===== src/rtl/argmax_classifier.sv =====
// -----------------------------------------------------------------------------
// argmax_classifier
//   Picks the predicted digit from a packed vector of signed class scores.
//   The vector is captured in one cycle, then scanned one class per cycle,
//   tracking the best and second-best scores. The winner index, its score and
//   the margin over the runner-up are presented with a valid/ready handshake.
//
// Ports
//   clk          in   rising-edge clock
//   GlobalReset  in   asynchronous, active-high reset
//   Scores       in   NUM_CLASSES*SCORE_W, class k at Scores[k*SCORE_W +: SCORE_W]
//   in_valid     in   Scores valid this cycle
//   in_ready     out  block can accept a vector (high only in IDLE)
//   out_valid    out  result fields valid, held until accepted
//   out_ready    in   consumer accepts the result
//   digit        out  index of the maximum score
//   max_score    out  maximum score (signed Q8.18)
//   margin       out  max_score minus runner-up (unsigned, >= 0)
// -----------------------------------------------------------------------------
module argmax_classifier #(
  parameter int NUM_CLASSES = 10,
  parameter int SCORE_W     = 26,
  parameter int IDX_W       = 4
) (
  input  logic                           clk,
  input  logic                           GlobalReset,
  input  logic [NUM_CLASSES*SCORE_W-1:0] Scores,
  input  logic                           in_valid,
  output logic                           in_ready,
  output logic                           out_valid,
  input  logic                           out_ready,
  output logic [IDX_W-1:0]               digit,
  output logic [SCORE_W-1:0]             max_score,
  output logic [SCORE_W-1:0]             margin
);

  typedef enum logic [1:0] {
    IDLE = 2'd0,
    SCAN = 2'd1,
    HOLD = 2'd2
  } state_t;

  // Most negative representable score: the starting value for second-best,
  // so any real score displaces it and the margin stays exact.
  localparam logic signed [SCORE_W-1:0] SCORE_MIN = {1'b1, {(SCORE_W-1){1'b0}}};
  localparam logic [IDX_W-1:0]          LAST_IDX  = IDX_W'(NUM_CLASSES-1);

  state_t state_r;
  state_t state_s;

  logic signed [SCORE_W-1:0] score_mem_r [NUM_CLASSES];
  logic        [IDX_W-1:0]   cnt_r;
  logic signed [SCORE_W-1:0] best_r;
  logic signed [SCORE_W-1:0] second_r;
  logic        [IDX_W-1:0]   idx_r;

  logic                      in_ready_r;
  logic                      out_valid_r;
  logic        [IDX_W-1:0]   digit_r;
  logic        [SCORE_W-1:0] max_score_r;
  logic        [SCORE_W-1:0] margin_r;

  logic signed [SCORE_W-1:0] cur_s;
  logic signed [SCORE_W-1:0] best_s;
  logic signed [SCORE_W-1:0] second_s;
  logic        [IDX_W-1:0]   idx_s;
  logic        [SCORE_W-1:0] margin_s;
  logic                      last_s;

  assign in_ready  = in_ready_r;
  assign out_valid = out_valid_r;
  assign digit     = digit_r;
  assign max_score = max_score_r;
  assign margin    = margin_r;

  // One comparison step for the class currently addressed by the scan counter.
  always_comb begin
    cur_s    = score_mem_r[cnt_r];
    best_s   = best_r;
    second_s = second_r;
    idx_s    = idx_r;
    last_s   = (cnt_r == LAST_IDX);
    // Strict compares: on a tie the lower index keeps the lead and the equal
    // score becomes the runner-up, giving a zero margin.
    if (cur_s > best_r) begin
      second_s = best_r;
      best_s   = cur_s;
      idx_s    = cnt_r;
    end else if (cur_s > second_r) begin
      second_s = cur_s;
    end else begin
      second_s = second_r;
    end
    // best >= second always, so the difference fits SCORE_W bits unsigned.
    margin_s = SCORE_W'(best_s - second_s);
  end

  // Next-state logic for the IDLE -> SCAN -> HOLD -> IDLE sequence.
  always_comb begin
    state_s = state_r;
    case (state_r)
      IDLE: begin
        if (in_valid) begin
          state_s = SCAN;
        end else begin
          state_s = IDLE;
        end
      end
      SCAN: begin
        if (last_s) begin
          state_s = HOLD;
        end else begin
          state_s = SCAN;
        end
      end
      HOLD: begin
        if (out_ready) begin
          state_s = IDLE;
        end else begin
          state_s = HOLD;
        end
      end
      default: state_s = IDLE;
    endcase
  end

  // State register.
  always_ff @(posedge clk or posedge GlobalReset) begin
    if (GlobalReset) begin
      state_r <= IDLE;
    end else begin
      state_r <= state_s;
    end
  end

  // Capture, scan datapath and registered result/handshake outputs.
  always_ff @(posedge clk or posedge GlobalReset) begin
    if (GlobalReset) begin
      for (int k = 0; k < NUM_CLASSES; k++) begin
        score_mem_r[k] <= {SCORE_W{1'b0}};
      end
      cnt_r       <= {IDX_W{1'b0}};
      best_r      <= {SCORE_W{1'b0}};
      second_r    <= {SCORE_W{1'b0}};
      idx_r       <= {IDX_W{1'b0}};
      in_ready_r  <= 1'b1;
      out_valid_r <= 1'b0;
      digit_r     <= {IDX_W{1'b0}};
      max_score_r <= {SCORE_W{1'b0}};
      margin_r    <= {SCORE_W{1'b0}};
    end else begin
      in_ready_r <= (state_s == IDLE);
      case (state_r)
        IDLE: begin
          if (in_valid) begin
            for (int k = 0; k < NUM_CLASSES; k++) begin
              score_mem_r[k] <= Scores[k*SCORE_W +: SCORE_W];
            end
            // Class 0 seeds the best; the scan starts at class 1.
            best_r   <= Scores[SCORE_W-1:0];
            second_r <= SCORE_MIN;
            idx_r    <= {IDX_W{1'b0}};
            cnt_r    <= IDX_W'(1);
          end
        end
        SCAN: begin
          best_r   <= best_s;
          second_r <= second_s;
          idx_r    <= idx_s;
          cnt_r    <= cnt_r + IDX_W'(1);
          // Publish the final step's result directly so out_valid rises on
          // the same edge the last class is compared.
          if (last_s) begin
            out_valid_r <= 1'b1;
            digit_r     <= idx_s;
            max_score_r <= best_s;
            margin_r    <= margin_s;
          end
        end
        HOLD: begin
          if (out_ready) begin
            out_valid_r <= 1'b0;
          end
        end
        default: begin
          out_valid_r <= 1'b0;
        end
      endcase
    end
  end

endmodule

===== config.mk =====
export PLATFORM = sky130hd
export DESIGN_NAME = argmax_classifier
export DESIGN_NICKNAME = d
export VERILOG_FILES = /design/src/rtl/argmax_classifier.sv
export SDC_FILE = /design/constraint.sdc
export NUM_CORES = 1
export LEC_CHECK = 0
export BUFFER_PORTS_ARGS = -buffer_cell sky130_fd_sc_hd__buf_4
export CAP_MARGIN = 10
export CORE_ASPECT_RATIO = 0.8
export CORE_UTILIZATION = 45
export DETAILED_ROUTE_END_ITERATION = 12
export GPL_TIMING_DRIVEN = 0
export PLACE_DENSITY = 0.67
export SYNTH_ARGS = -nofsm -noshare
export SYNTH_HDL_FRONTEND = slang
export SYNTH_SLANG_ARGS = --single-unit

===== constraint.sdc =====
create_clock -name clk -period 12.13 [get_ports clk]
set_input_delay 1.213 -clock clk [delete_from_list [all_inputs] [get_ports clk]]
set_output_delay 1.213 -clock clk [all_outputs]
set_load 0.01 [all_outputs]

==> flow_metrics.env, run 1 <==
export IMPL_ys_seq_area_share_pct=46.6
export IMPL_slew_headroom_pct=29.1
export IMPL_post_cts_resized=0
export IMPL_cts_root_buf="clkbuf_16"
export IMPL_hp_class="reg -> reg"
export IMPL_rsz0062_at_grt="no"
export IMPL_postCtsSetupBuffers=0
export IMPL_cp_max_fo=10
export IMPL_fmax_ghz=0.0898
export IMPL_grt_pass1_vias=19027
export IMPL_syn_mean_instance_area_um2=8.83
export IMPL_cp_slowest_cell="buf_1"
export IMPL_vias=19261
export IMPL_seqCellArea_um2=9510
export IMPL_ant_nets=0
export IMPL_htreeDepth=2
export IMPL_first_iter_violations=2212
export IMPL_rows=69
export IMPL_grt_start_max_net_pins=134
export IMPL_worstSetupStartpointType="register"
export IMPL_holdWs_ns=0.471
export IMPL_slowest_delay_ns=0.69
export IMPL_yosys_area_top_type="dfrtp_1"
export IMPL_ys_flop_type="dfrtp_1"
export IMPL_dr_pass1_iters=6
export IMPL_clk_path_buf_depth=3
export IMPL_yosysWarnings=0
export IMPL_yosys_register_bits=380
export IMPL_synth_top_area_share_pct=46.5
export IMPL_maxSlewViolCount=0
export IMPL_ys_types=89
export IMPL_via_per_inst=5.81
export IMPL_clk_pin_slew_ns=0.06
export IMPL_grt_first_pass_wirelength_um=114000
export IMPL_finalSetupViolCount=0
export IMPL_fillCellCount=4094
export IMPL_io_pins=322
export IMPL_overflow=0
export IMPL_wl_um=76500
export IMPL_final_nets=3008
export IMPL_fin_worst_skew_ns=0.0378
export IMPL_async_flop_share_pct=100
export IMPL_maxCapViolations=0
export IMPL_core_um2=44500
export IMPL_post_synth_instance_area_um2=20400
export IMPL_cts_tree="yes"
export IMPL_critPathCaptureType="register"
export IMPL_clock_latency_ns=0.57
export IMPL_portBuffers=321
export IMPL_multi_input_area_um2=9980
export IMPL_cts_num_sinks=380
export IMPL_antenna_found_initial=6
export IMPL_gp_congestion=0.991
export IMPL_status="finished, final reports clean"
export IMPL_synth_area_leaders="dfrtp_1 (46%), nand2_1 (17%), mux4_2 (5.6%), ha_1 (3.9%), a21oi_1 (2.5%)"
export IMPL_fin_crit_ns=11.14
export IMPL_drc=0
export IMPL_die_w_um=240
export IMPL_dp_slack_ns=1.22
export IMPL_syn_inst=2312
export IMPL_hold_viol_final=0
export IMPL_areaGrowthSynthToFinish_pct=23.0
export IMPL_finalWorstSetupSlack_ns=0.988
export IMPL_critPathRequiredTime_ns=12.62
export IMPL_hpwl_um=59000
export IMPL_synth_edf_count=0
export IMPL_grt_use_total_pct=33.3
export IMPL_synth_nets=2641
export IMPL_min_period_over_period_pct=91.9
export IMPL_hold_buffers=0
export IMPL_initial_core_util_pct=45.8
export IMPL_critPathArrivalTime_ns=11.63
export IMPL_numCtsBuffers=41
export IMPL_wire_per_inst_um=23.1
export IMPL_drive_above_1_share_pct=19.4
export IMPL_die_h_um=193
export IMPL_worst_pin_slew_ns=1.06
export IMPL_path_class="reg -> reg"
export IMPL_fp_dieArea_um2=46200
synthesized netlist by cell type (5+ instances only):
cell      count
a211oi_1     17
a21o_1       10
a21oi_1     102
a221oi_1     24
a222oi_1     12
a22o_1        5
a31oi_1      11
and2_1        5
and3_1        9
buf_1        12
buf_2        11
buf_4         8
buf_6         5
clkbuf_1     98
dfrtp_1     379
ha_1         64
inv_1        84
mux2_2       26
mux2i_1      27
mux4_2       51
nand2_1     938
nand3_1      18
nand4_1      14
nor2_1       65
nor2b_1       5
nor3_1       21
o211ai_1      8
o21ai_0      92
o21ai_1      10
o221ai_1     12
o22ai_1      22
o31ai_1      10
xnor2_1      27
xor2_1       13
flip-flops by register name, summed over array words and instances (netlist names):
name         flops
state_r          2
max_score       26
digit            4
score_mem_r    260
cnt_r            4
best_r          26
out_valid        1
in_ready         1
margin          26
idx_r            4
second_r        26
cell type report:
type | instances | area share (%)
Tap cell | 603 | 3.01
Inverter | 87 | 1.33
Clock inverter | 13 | 0.912
Multi-Input combinational cell | 1709 | 39.7
Timing Repair Buffer | 324 | 9.93
Sequential cell | 380 | 37.9
Buffer | 136 | 2.40
Clock buffer | 59 | 4.76
Antenna cell | 4 | 0.0399
through the flow:
| step | instances | setup TNS, ns | cell area, um2 | utilization (%) |
|---|---|---|---|---|
| after detailed placement | 3239 | 0 | 23700 | 53.1 |
| after global routing | 3315 | 0 | 25100 | 56.3 |
| after CTS | 3311 | 0 | 25100 | 56.3 |
| final | 3315 | 0 | 25100 | 56.3 |
| after global placement | 3236 | -1399.22 | 23600 | 52.9 |
| after floorplan | 2312 | 0 | 20400 | - |
cells in the final DEF (no fill, tap or decap), types with 41 or more instances in the layout:
cell / Yosys / routed
ha_1: 64 / 64
a21oi_1: 102 / 102
buf_4: 8 / 329
clkbuf_1: 98 / 106
o21ai_0: 92 / 92
dfrtp_1: 379 / 379
nor2_1: 65 / 65
mux4_2: 51 / 51
clkbuf_16: 0 / 41
nand2_1: 938 / 938
inv_1: 84 / 83
logic make-up (layout without fill, tap and decap cells):
logic type / after synthesis / in the layout / synth area share, %
AND/OR/NAND/NOR: 1101 / 1101 / 21.6
adder cells (fa/ha/maj): 69 / 69 / 4.22
XOR/XNOR: 40 / 40 / 1.72
multiplexers: 106 / 106 / 8.59
AO/OA/AOI/OAI: 393 / 393 / 12.8
buffers and inverters: 223 / 619 / 4.55
other: 0 / 4 / 0
flip-flops: 380 / 380 / 46.6
layer usage:
layer / wire (um) / vias up / global-route usage (%) / share of wire, %
li1: - / 8566 / - / -
met1: 32800 / 9458 / 48.0 / 43
met2: 33300 / 1082 / 50.1 / 43
met3: 8150 / 153 / 6.72 / 11
met4: 2260 / 2 / 10.7 / 3.0
met5: 9 / - / 0 / 0.012
critical path: cells and delay by family (launching register included):
| kind | cells | cell delay [ns] |
|---|---|---|
| multiplexers | 1 | 0.41 |
| buffers and inverters | 13 | 4.46 |
| flip-flops | 1 | 0.43 |
| adder cells (fa/ha/maj) | 3 | 1.00 |
| AND/OR/NAND/NOR | 8 | 1.91 |
| AO/OA/AOI/OAI | 12 | 2.84 |
worst paths after layout:
check / from / end / slack, ns / cells after the start
worst max-delay path: cnt_r[0] / margin[23] / 0.99 / 37
worst min-delay path: score_mem_r[57] / score_mem_r[57] / 0.47 / 2
worst max register to register: cnt_r[0] / margin[23] / 0.99 / 37
worst min register to register: score_mem_r[57] / score_mem_r[57] / 0.47 / 2
max in group asynchronous: GlobalReset / best_r[22] / 9.91 / 4
min in group asynchronous: GlobalReset / score_mem_r[142] / 0.65 / 2
Power of run 1 is left out: the tool's default activity adds up to more than one toggle a clock period on the data nets, which glitch-free logic cannot reach.
==> run 2: changes to the inputs <==
--- a/config.mk
+++ b/config.mk
@@ -8,5 +8,4 @@
 export BUFFER_PORTS_ARGS = -buffer_cell sky130_fd_sc_hd__buf_4
 export CAP_MARGIN = 10
-export CORE_ASPECT_RATIO = 0.8
 export CORE_UTILIZATION = 45
 export DETAILED_ROUTE_END_ITERATION = 12
==> constraint.sdc (replaced) <==
create_clock -name clk -period 12.13 [get_ports clk]
set_input_delay 1.213 -clock clk [delete_from_list [all_inputs] [get_ports clk]]
set_output_delay 1.213 -clock clk [all_outputs]
set_load 0.02 [all_outputs]
==> run 2 against run 1 <==
Net effect:
- sequential share of layout area fell by 0.090 points
- final area rose by 0.24%
- global-route usage fell by 0.68 points
- largest cell class unchanged
==> flow_metrics.env, run 2 (synthesis results as in run 1) <==
export IMPL_status="finished, final reports clean"
export IMPL_via_per_inst=5.69
export IMPL_min_period_over_period_pct=90.4
export IMPL_hold_buffers=0
export IMPL_post_cts_resized=0
export IMPL_wl_um=75100
export IMPL_worstSetupStartpointType="register"
export IMPL_initial_core_util_pct=45.9
export IMPL_final_nets=3009
export IMPL_grt_start_max_net_pins=131
export IMPL_hold_viol_final=0
export IMPL_die_h_um=215
export IMPL_ant_nets=0
export IMPL_maxCapViolations=0
export IMPL_whs_path_depth=2
export IMPL_grt_pass1_vias=18705
export IMPL_vias=18814
export IMPL_drc=0
export IMPL_layout_common_cells="nand2_1 (938), dfrtp_1 (379), buf_4 (329), clkbuf_1 (108), a21oi_1 (102)"
export IMPL_critPathCaptureType="register"
export IMPL_portBuffers=321
export IMPL_grt_use_total_pct=32.6
export IMPL_seqCellArea_um2=9510
export IMPL_path_class="reg -> reg"
export IMPL_cp_slowest_cell="buf_1"
export IMPL_largest_reg_flops=260
export IMPL_mostFrequentLayoutCell="nand2_1"
export IMPL_drive_above_1_share_pct=19.5
export IMPL_core_um2=44500
export IMPL_critPathRequiredTime_ns=12.64
export IMPL_cts_tree="yes"
export IMPL_fin_crit_ns=10.96
export IMPL_finalWorstSetupSlack_ns=1.17
export IMPL_hp_class="reg -> reg"
export IMPL_dr_pass1_iters=8
export IMPL_clk_path_buf_depth=3
export IMPL_critPathArrivalTime_ns=11.47
export IMPL_antenna_found_initial=1
export IMPL_fp_dieArea_um2=46200
export IMPL_hpwl_um=58000
export IMPL_overflow=0
export IMPL_io_pins=322
export IMPL_cts_num_sinks=380
export IMPL_dp_slack_ns=1.31
export IMPL_wire_per_inst_um=22.7
export IMPL_postCtsSetupBuffers=0
export IMPL_htreeDepth=2
export IMPL_die_w_um=215
export IMPL_slew_headroom_pct=28.3
export IMPL_regMostFlops="score_mem_r"
export IMPL_fin_worst_skew_ns=0.0160
export IMPL_grt_first_pass_wirelength_um=113000
export IMPL_numCtsBuffers=42
export IMPL_maxSlewViolCount=0
export IMPL_reg2regPathDepth=37
export IMPL_gp_congestion=0.973
export IMPL_rows=77
export IMPL_clock_latency_ns=0.58
export IMPL_fillCellCount=4107
export IMPL_areaGrowthSynthToFinish_pct=23.3
export IMPL_fmax_ghz=0.0912
export IMPL_cp_max_fo=10
export IMPL_slowest_delay_ns=0.71
export IMPL_cts_root_buf="clkbuf_16"
export IMPL_multi_input_area_um2=9980
export IMPL_antennaDiodeCount=0
export IMPL_rsz0062_at_grt="no"
export IMPL_first_iter_violations=1811
export IMPL_finalSetupViolCount=0
export IMPL_worst_pin_slew_ns=1.07
export IMPL_clk_pin_slew_ns=0.06
==> run 2: worst max-delay path, delay by kind of cell, from the launching register on <==
family / cells / cell delay, ns
muxes: 1 / 0.41
and+or+nand+nor: 7 / 1.39
AOI/OAI and AO/OA: 13 / 3.25
DFF: 1 / 0.46
adders and majority gates: 3 / 0.98
buffers and inverters: 13 / 4.35
==> run 2: layer usage <==
layer	vias up	share of wire, %	GRT usage, %
met5	-	0.023	0
met4	2	4.4	14.3
met3	173	7.9	5.27
met2	937	47	52.4
met1	9119	41	43.6
li1	8583	-	-
==> run 2: final timing paths <==
path / from / end / slack [ns]
worst min-delay path: score_mem_r[64] / score_mem_r[64] / 0.47
max in group asynchronous: GlobalReset / score_mem_r[126] / 9.99
worst min register to register: score_mem_r[64] / score_mem_r[64] / 0.47
min in group asynchronous: GlobalReset / margin[13] / 0.66
worst max register to register: cnt_r[0] / margin[23] / 1.17
worst max-delay path: cnt_r[0] / margin[23] / 1.17
==> run 2: final cells by class <==
cell class | count | share of cell area (%)
Buffer | 136 | 2.39
Inverter | 87 | 1.33
Clock buffer | 61 | 4.86
Sequential cell | 380 | 37.8
Clock inverter | 15 | 1.12
Timing Repair Buffer | 324 | 9.91
Tap cell | 592 | 2.94
Multi-Input combinational cell | 1709 | 39.6
==> run 2: through the flow <==
step / std cells / hold WS (ns) / TNS, ns / instance area, um2 / util (%)
after floorplan: 2312 / 0.437 / 0 / 20400 / -
after global placement: 3225 / 0.452 / -1433.80 / 23600 / 52.9
after detailed placement: 3228 / 0.457 / 0 / 23700 / 53.1
after CTS: 3304 / 0.471 / 0 / 25200 / 56.5
after global routing: 3304 / 0.486 / 0 / 25200 / 56.5
final: 3304 / 0.471 / 0 / 25200 / 56.5
Power of run 2 is left out for the same reason.
